==> config.mk <==
export PLATFORM = sky130hd
export DESIGN_NAME = ex_mem
export DESIGN_NICKNAME = d
export VERILOG_FILES = /design/src/rtl/ex_mem_pkg.sv /design/src/rtl/ex_mem.sv
export SDC_FILE = /design/constraint.sdc
export NUM_CORES = 1
export LEC_CHECK = 0
export BUFFER_PORTS_ARGS = -buffer_cell sky130_fd_sc_hd__buf_4
export CAP_MARGIN = 30
export CORE_AREA = 2 2 133 135
export CTS_CLUSTER_SIZE = 10
export DETAILED_ROUTE_END_ITERATION = 8
export DIE_AREA = 0 0 135 137
export GPL_TIMING_DRIVEN = 0
export HOLD_SLACK_MARGIN = 0.05
export SYNTH_ARGS = -nofsm -noshare
export SYNTH_HDL_FRONTEND = slang
export SYNTH_SLANG_ARGS = --single-unit
==> constraint.sdc <==
create_clock -name clk -period 1 [get_ports clk]
set_input_delay 0.15 -clock clk [delete_from_list [all_inputs] [get_ports clk]]
set_output_delay 0.15 -clock clk [all_outputs]
set_load 0.05 [all_outputs]
==> src/rtl/ex_mem_pkg.sv <==
// Shared defines for the EX/MEM pipeline register: bus widths, control levels,
// stall-vector bit positions and the per-cycle update mode decode.
package ex_mem_pkg;

    localparam int unsigned RegBus       = 32;
    localparam int unsigned RegAddrBus   = 5;
    localparam int unsigned DoubleRegBus = 64;
    localparam int unsigned StallBus     = 6;

    localparam logic [RegBus-1:0] ZeroWord = '0;

    localparam logic WriteEnable  = 1'b1;
    localparam logic WriteDisable = 1'b0;
    localparam logic Stop         = 1'b1;
    localparam logic NoStop       = 1'b0;

    localparam int unsigned StallEx  = 3;
    localparam int unsigned StallMem = 4;

    typedef enum logic [1:0] {
        ModeNormal,
        ModeBubble,
        ModeHold,
        ModeFlush
    } mode_e;

    // Priority: flush > hold > bubble > normal. MEM stalled while EX runs
    // falls through to normal.
    function automatic mode_e decode_mode(logic [StallBus-1:0] stall, logic flush);
        if (flush) begin
            return ModeFlush;
        end else if (stall[StallEx] == Stop && stall[StallMem] == Stop) begin
            return ModeHold;
        end else if (stall[StallEx] == Stop) begin
            return ModeBubble;
        end else begin
            return ModeNormal;
        end
    endfunction

endpackage

==> src/rtl/ex_mem.sv <==
// EX/MEM pipeline register with multi-cycle accumulator feedback to EX.
// Optional synchronous flush port enabled by defining EX_MEM_FLUSH_EN.
module ex_mem
    import ex_mem_pkg::*;
(
    input  logic                    clk,
    input  logic                    rst_n,
    input  logic [StallBus-1:0]     stall,
`ifdef EX_MEM_FLUSH_EN
    input  logic                    flush,
`endif
    input  logic [RegAddrBus-1:0]   ex_wd,
    input  logic                    ex_wreg,
    input  logic [RegBus-1:0]       ex_wdata,
    input  logic [RegBus-1:0]       ex_hi,
    input  logic [RegBus-1:0]       ex_lo,
    input  logic                    ex_whilo,
    input  logic [DoubleRegBus-1:0] hilo_i,
    input  logic [1:0]              cnt_i,
    output logic [RegAddrBus-1:0]   mem_wd,
    output logic                    mem_wreg,
    output logic [RegBus-1:0]       mem_wdata,
    output logic [RegBus-1:0]       mem_hi,
    output logic [RegBus-1:0]       mem_lo,
    output logic                    mem_whilo,
    output logic [DoubleRegBus-1:0] hilo_o,
    output logic [1:0]              cnt_o
);

    logic [RegAddrBus-1:0]   wd_q, wd_d;
    logic                    wreg_q, wreg_d;
    logic [RegBus-1:0]       wdata_q, wdata_d;
    logic [RegBus-1:0]       hi_q, hi_d;
    logic [RegBus-1:0]       lo_q, lo_d;
    logic                    whilo_q, whilo_d;
    logic [DoubleRegBus-1:0] hilo_q, hilo_d;
    logic [1:0]              cnt_q, cnt_d;
    mode_e                   mode;

`ifdef EX_MEM_FLUSH_EN
    assign mode = decode_mode(stall, flush);
`else
    assign mode = decode_mode(stall, 1'b0);
`endif

    always_comb begin
        wd_d    = wd_q;
        wreg_d  = wreg_q;
        wdata_d = wdata_q;
        hi_d    = hi_q;
        lo_d    = lo_q;
        whilo_d = whilo_q;
        hilo_d  = hilo_q;
        cnt_d   = cnt_q;
        unique case (mode)
            ModeFlush: begin
                wd_d    = '0;
                wreg_d  = WriteDisable;
                wdata_d = ZeroWord;
                hi_d    = ZeroWord;
                lo_d    = ZeroWord;
                whilo_d = WriteDisable;
                hilo_d  = '0;
                cnt_d   = '0;
            end
            ModeHold: begin
                hilo_d = hilo_i;
                cnt_d  = cnt_i;
            end
            // Bubble must never carry a write enable into MEM.
            ModeBubble: begin
                wd_d    = '0;
                wreg_d  = WriteDisable;
                wdata_d = ZeroWord;
                hi_d    = ZeroWord;
                lo_d    = ZeroWord;
                whilo_d = WriteDisable;
                hilo_d  = hilo_i;
                cnt_d   = cnt_i;
            end
            ModeNormal: begin
                wd_d    = ex_wd;
                wreg_d  = ex_wreg;
                wdata_d = ex_wdata;
                hi_d    = ex_hi;
                lo_d    = ex_lo;
                whilo_d = ex_whilo;
                hilo_d  = '0;
                cnt_d   = '0;
            end
            default: ;
        endcase
    end

    always_ff @(posedge clk or negedge rst_n) begin
        if (!rst_n) begin
            wd_q    <= '0;
            wreg_q  <= WriteDisable;
            wdata_q <= ZeroWord;
            hi_q    <= ZeroWord;
            lo_q    <= ZeroWord;
            whilo_q <= WriteDisable;
            hilo_q  <= '0;
            cnt_q   <= '0;
        end else begin
            wd_q    <= wd_d;
            wreg_q  <= wreg_d;
            wdata_q <= wdata_d;
            hi_q    <= hi_d;
            lo_q    <= lo_d;
            whilo_q <= whilo_d;
            hilo_q  <= hilo_d;
            cnt_q   <= cnt_d;
        end
    end

    assign mem_wd    = wd_q;
    assign mem_wreg  = wreg_q;
    assign mem_wdata = wdata_q;
    assign mem_hi    = hi_q;
    assign mem_lo    = lo_q;
    assign mem_whilo = whilo_q;
    assign hilo_o    = hilo_q;
    assign cnt_o     = cnt_q;

endmodule

==> results of run 1 <==
cells by family after synthesis:
group	count (synthesis)	synth area share
and+or+nand+nor	67	0.07298
AOI/OAI and AO/OA	103	0.1571
buffers and inverters	31	0.03355
DFF	169	0.7364
area by class of cell:
| cell class | count | area, um^2 |
|---|---|---|
| clock buffers | 18 | 439.2 |
| inverters | 1 | 3.754 |
| multi-input cells | 170 | 1321 |
| well taps | 225 | 281.5 |
| clock inverters | 13 | 183.9 |
| flip-flops and latches | 169 | 4229 |
| plain buffers | 30 | 190.2 |
| repair buffers | 581 | 5446 |
| fillers | 1121 | 4961 |
per-stage QoR:
| step | util | hold WS [ps] | setup TNS (ps) | cell area, um^2 |
|---|---|---|---|---|
| after floorplan | - | -145.6 | 0 | 5743 |
| after CTS | 0.6937 | -235.7 | -22490 | 11830 |
| after global placement | 0.5033 | 364.6 | -211090 | 8584 |
| after detailed placement | 0.5054 | 216.2 | -32150 | 8620 |
| after global routing | 0.7091 | -203.6 | -25840 | 12100 |
| final | 0.7091 | -252.8 | -20410 | 12100 |
placed cells by master (no fill, tap or decap):
cell type | synthesis | routed
buf_4 | 1 | 242
buf_6 | 8 | 177
dfrtp_1 | 169 | 169
dlygate4sd3_1 | 0 | 169
a22o_1 | 103 | 103
and2_1 | 67 | 67
clkbuf_16 | 0 | 17
clkbuf_1 | 11 | 10
buf_2 | 10 | 10
inv_6 | 0 | 5
inv_8 | 0 | 3
bufinv_16 | 0 | 3
inv_1 | 1 | 1
clkbuf_2 | 0 | 1
clkbuf_8 | 0 | 1
clkinv_4 | 0 | 1
clkinvlp_4 | 0 | 1
buf_8 | 0 | 1
buf_16 | 0 | 1
final timing paths:
kind / startpoint / end / slack [ps] / cells after the start
max in group asynchronous: rst_n / mem_lo[16]$_DFFE_PN0P_ / 420 / 2
worst min register to register: mem_wdata[9]$_DFFE_PN0P_ / mem_wdata[9]$_DFFE_PN0P_ / 520 / 1
worst max register to register: mem_wdata[20]$_DFFE_PN0P_ / mem_wdata[20]$_DFFE_PN0P_ / 40 / 3
worst min-delay path: rst_n / mem_wdata[6]$_DFFE_PN0P_ / -250 / 1
min in group clk: stall[3] / hilo_o[22]$_DFF_PN0_ / 260 / 3
worst max-delay path: mem_hi[28]$_DFFE_PN0P_ / mem_hi[28] / -170 / 1
flip-flops by register name, summed over array words and instances, names as in the netlist:
signal and cells:
mem_wdata 32, hilo_o 64, mem_hi 32, cnt_o 2, mem_lo 32, mem_wd 5
mem_whilo 1, mem_wreg 1
Yosys cell counts:
cell type	n
buf_6	8
dfrtp_1	169
a22o_1	103
and2_1	67
buf_2	10
buf_4	1
inv_1	1
clkbuf_1	11
power breakdown:
part | switching (mW) | internal (mW) | leakage [nW]
clock | 2.92 | 4.08 | 0.304
combinational | 2.60 | 2.28 | 3.59
sequential | 0.308 | 7.27 | 2.15
routing by layer:
metal	track usage	up-vias	wire (um)
met3	0.07481	46	1734
met1	0.2547	2711	7832
met2	0.4055	275	11700
met5	0	-	0
met4	0.1053	0	722
li1	-	2506	-
timing repair:
item / 4_1_cts / 5_1_grt
endpoints found under the hold margin: 259 / 90
setup endpoints to repair: 169 / 175
resized for setup: 169 / 2
buffers inserted: 35 / 35
cloned: 0 / 0
pin swaps: 0 / 0
==> results.py, run 1 <==
metrics = {
    "outcome": {
        "outcome": "complete, but fails checks",
        "violations": "negative hold slack, negative setup slack",
    },
    "clock_tree": {
        "insertion_delay_ps": 420,
        "cts_hold_buf": 169,
        "cts_made_buffers": 17,
        "clkTransAtPathRegs_ps": 70,
        "cts_tree": "done",
        "cts.htree.levels": 4,
        "cts_root_buffer": "clkbuf_16",
        "cts_buffer_depth": 2,
        "cts.sinks": 169,
    },
    "final_layout": {
        "final_layout_size_suffix_gt1_frac": 0.4715,
        "nets": 1147,
        "n_antenna_cell": 0,
        "area_delta_synth_final_pct": 110.6,
        "final_cells": 1207,
    },
    "setup_path": {
        "worstPathArrival_ps": 1020,
        "end_kind": "output pin",
        "path_buf_inv": 1,
        "path_class": "reg2out",
        "worstPathRequired_ps": 850,
        "critPathSlowestCell": "dfrtp_1",
        "crit_family": "flip-flops",
        "path_max_fanout": 2,
        "cpPeakStageDelay_ps": 420,
        "startpoint_type": "flop",
        "cp_cell_sequence": "buf_6",
    },
    "yosys": {
        "syn_area_um2": 5743,
        "synth_nets": 547,
        "postSynthCellCount": 370,
        "yosysSeqAreaShare": 0.7364,
        "avgSynthCellArea_um2": 15.52,
        "ys_warn_count": 0,
        "yosysTopAreaCell": "dfrtp_1",
        "synth.distinct_cells": 8,
        "synth_area_leaders": "dfrtp_1 (74%), a22o_1 (16%), and2_1 (7.3%)",
        "synth_top_area_frac": 0.7364,
        "ys_ff_latch": 169,
    },
    "timing": {
        "max_freq_ghz": 0.8540,
        "hold-worst-slack_ps": -252.8,
        "fin_skew_ps": 0,
        "finalCritPeriodShare": 1.171,
        "tightest_slew_ps": 696.4,
        "slew_headroom": 0.5358,
        "final-setup-viol-count": 169,
        "rsz0062_at_grt": "yes",
        "worst_slack_ps": -171.0,
        "period_needed_ps": 1171,
        "hold_viol": 90,
        "slew_violations": 0,
    },
    "global_route": {
        "grt_pass1_vias": 6077,
        "antenna_found_initial": 0,
        "grt_max_degree": 92,
        "track_usage": 0.2306,
        "grt_pass1_wl_um": 32300,
        "grt_overflow": 0,
    },
    "floorplan": {
        "ios": 346,
        "die_w_um": 135,
        "dieHeight_um": 137,
        "die_area_um2": 18500,
        "core-area_um2": 17060,
        "core.rowCount": 48,
        "start_util": 0.3367,
    },
    "pwr": {
        "report.power.total_mw": 19.46,
        "powerDensity_nw_per_um2": 1609,
        "p_leak_nw": 6.040,
        "peakVddDrop_mv": 1.127,
    },
    "drt": {
        "drc": 0,
        "first_pass_iters": 4,
        "wirelength_um": 21980,
        "drt_iter0_drc": 172,
        "via_per_inst": 4.588,
        "vias": 5538,
        "antenna_left": 0,
        "wl_per_cell_um": 18.21,
    },
    "placement": {
        "dp.cells": 937,
        "finalWeightedCongestion": 0.7799,
        "dp_slack_ps": -376.4,
        "dp_hpwl_um": 13300,
        "io_buffers": 341,
    },
    "flow_run": {
        "drv_cap": 0,
    },
    "min_path": {
        "hold_path.class": "in2async",
    },
}
Note: power is estimated with default switching activity, not from simulation.
==> run 2, diff against run 1 <==
--- a/config.mk
+++ b/config.mk
@@ -5,7 +5,7 @@
 export SDC_FILE = /design/constraint.sdc
 export NUM_CORES = 1
 export LEC_CHECK = 0
-export BUFFER_PORTS_ARGS = -buffer_cell sky130_fd_sc_hd__buf_4
+export BUFFER_PORTS_ARGS = -buffer_cell sky130_fd_sc_hd__buf_2
 export CAP_MARGIN = 30
 export CORE_AREA = 2 2 133 135
 export CTS_CLUSTER_SIZE = 10
@@ -13,6 +13,7 @@
 export DIE_AREA = 0 0 135 137
 export GPL_TIMING_DRIVEN = 0
 export HOLD_SLACK_MARGIN = 0.05
+export SLEW_MARGIN = 20
 export SYNTH_ARGS = -nofsm -noshare
 export SYNTH_HDL_FRONTEND = slang
 export SYNTH_SLANG_ARGS = --single-unit
==> results.py, run 2 (synthesis results as in run 1) <==
metrics = {
    "pwr": {
        "powerDensity_nw_per_um2": 1598,
        "swShare": 0.3072,
        "clkPwrFrac": 0.339,
        "report.power.total_mw": 18.66,
        "combPwrFrac": 0.254,
        "p_switching_mw": 5.732,
        "p_seq_frac": 0.407,
        "intPower_mw": 12.93,
        "p_leak_nw": 5.915,
        "peakVddDrop_mv": 1.069,
    },
    "final_layout": {
        "final_layout_size_suffix_gt1_frac": 0.4763,
        "n_antenna_cell": 0,
        "largest_reg_flops": 64,
        "mostFrequentLayoutCells": "buf_2 (181), buf_6 (177), dfrtp_1 (169), dlygate4sd3_1 (169), a22o_1 (103)",
        "fin_area_um2": 11670,
        "mostFrequentLayoutCell": "buf_2",
        "area_delta_synth_final_pct": 103.3,
        "final_core_util": 0.6844,
        "nets": 1156,
    },
    "outcome": {
        "outcome": "complete, but fails checks",
        "violations": "negative hold slack, negative setup slack",
    },
    "placement": {
        "finalWeightedCongestion": 0.8062,
        "placed_cell_area_um2": 7769,
        "dp_hpwl_um": 12770,
        "io_buffers": 341,
    },
    "setup_path": {
        "r2r-end": "mem_hi[19]$_DFFE_PN0P_",
        "path_max_fanout": 2,
        "path_class": "reg2out",
        "crit_end": "mem_lo[26]",
        "rr_worst_depth": 3,
        "path_buf_inv": 1,
        "ff2ff_setup_slack_ps": 40,
        "startpoint_type": "flop",
        "critPathSlowestCell": "dfrtp_1",
        "cp_cell_sequence": "buf_6",
        "cpPeakStageDelay_ps": 410,
        "crit_family": "flip-flops",
        "worstPathArrival_ps": 1000,
        "end_kind": "output pin",
        "startpoint": "mem_lo[26]$_DFFE_PN0P_",
        "worstPathRequired_ps": 850,
        "cp.depth": 1,
        "r2r_start": "mem_hi[19]$_DFFE_PN0P_",
    },
    "clock_tree": {
        "cts.sinks": 169,
        "cts_tree": "done",
        "cts_hold_buf": 169,
        "cts_made_buffers": 17,
        "insertion_delay_ps": 410,
        "cts_root_buffer": "clkbuf_16",
        "clkTransAtPathRegs_ps": 70,
        "cts.htree.levels": 4,
        "cts_buffer_depth": 2,
    },
    "drt": {
        "antenna_left": 0,
        "vias": 5578,
        "drc": 0,
        "wl_per_cell_um": 18.69,
        "wirelength_um": 22730,
        "drt_iter0_drc": 185,
        "first_pass_iters": 4,
        "via_per_inst": 4.587,
    },
    "timing": {
        "hold-worst-slack_ps": -240.5,
        "max_freq_ghz": 0.8665,
        "final-setup-viol-count": 169,
        "rsz0062_at_grt": "yes",
        "tightest_slew_ps": 744.6,
        "worst_slack_ps": -154.0,
        "period_needed_ps": 1154,
        "slew_violations": 0,
        "finalCritPeriodShare": 1.154,
        "slew_headroom": 0.5036,
        "hold_viol": 96,
        "fin_skew_ps": 0,
    },
    "floorplan": {
        "core.rowCount": 48,
        "dieHeight_um": 137,
        "die_area_um2": 18500,
        "ios": 346,
        "die_w_um": 135,
        "core-area_um2": 17060,
        "start_util": 0.3367,
    },
    "flow_run": {
        "drv_cap": 0,
    },
    "global_route": {
        "antenna_found_initial": 0,
        "track_usage": 0.2332,
        "grt_overflow": 0,
        "grt_pass1_vias": 6181,
        "grt_max_degree": 98,
        "grt_pass1_wl_um": 32630,
    },
    "min_path": {
        "hold_path.class": "in2async",
    },
}
==> run 2: metrics by stage <==
stage,TNS (ps),instances,setup WS (ps)
after global routing,-25590,1216,-193.4
after CTS,-21970,1178,-164.9
final,-19100,1216,-154.0
after global placement,-470690,936,-2632
after floorplan,0,370,31.29
after detailed placement,-34190,937,-388.3
==> run 2: repair_timing <==
action	CTS	global route
endpoints found under the setup margin	169	186
endpoints found under the hold margin	265	96
buffers inserted	41	39
gates resized for setup	338	2
cloned	0	0
==> run 2: worst min-delay path by stage <==
stage / endpoint / from / slack [ps] / cells after the start
floorplan: cnt_o[0]$_DFF_PN0_ / rst_n / -150 / 0
global placement: hilo_o[52]$_DFF_PN0_ / hilo_i[52] / 360 / 2
detailed placement: mem_wdata[0]$_DFFE_PN0P_ / rst_n / 230 / 1
CTS: mem_wdata[0]$_DFFE_PN0P_ / rst_n / -230 / 1
global route: mem_wdata[8]$_DFFE_PN0P_ / rst_n / -190 / 1
finish: mem_wdata[8]$_DFFE_PN0P_ / rst_n / -240 / 1
==> run 2: power groups by stage <==
stage / Combinational (mW) / Sequential (mW) / Clock [mW]
3_3_place_gp: 3.20 / 7.58 / 0
6_report: 4.74 / 7.59 / 6.33
5_1_grt: 4.94 / 7.62 / 6.78
3_5_place_dp: 3.26 / 7.59 / 0
2_1_floorplan: 0.530 / 9.16 / 0
4_1_cts: 4.50 / 7.56 / 6.43
==> run 2: cell type report <==
type                       instances  area [um^2]
timing repair buffer             591         5094
sequential                       169         4229
clock inverter                    12        115.1
buffer                            29        186.4
clock buffer                      19        442.9
fill                            1121         5383
tap                              225        281.5
inverter                           1        3.754
multi-input combinational        170         1321
==> run 2: layer usage <==
metal / share of wire / track usage / vias up
met5: 0 / 0 / -
met4: 0.039 / 0.1065 / 0
met3: 0.070 / 0.06852 / 52
met2: 0.53 / 0.4244 / 274
met1: 0.36 / 0.2500 / 2725
li1: - / - / 2527
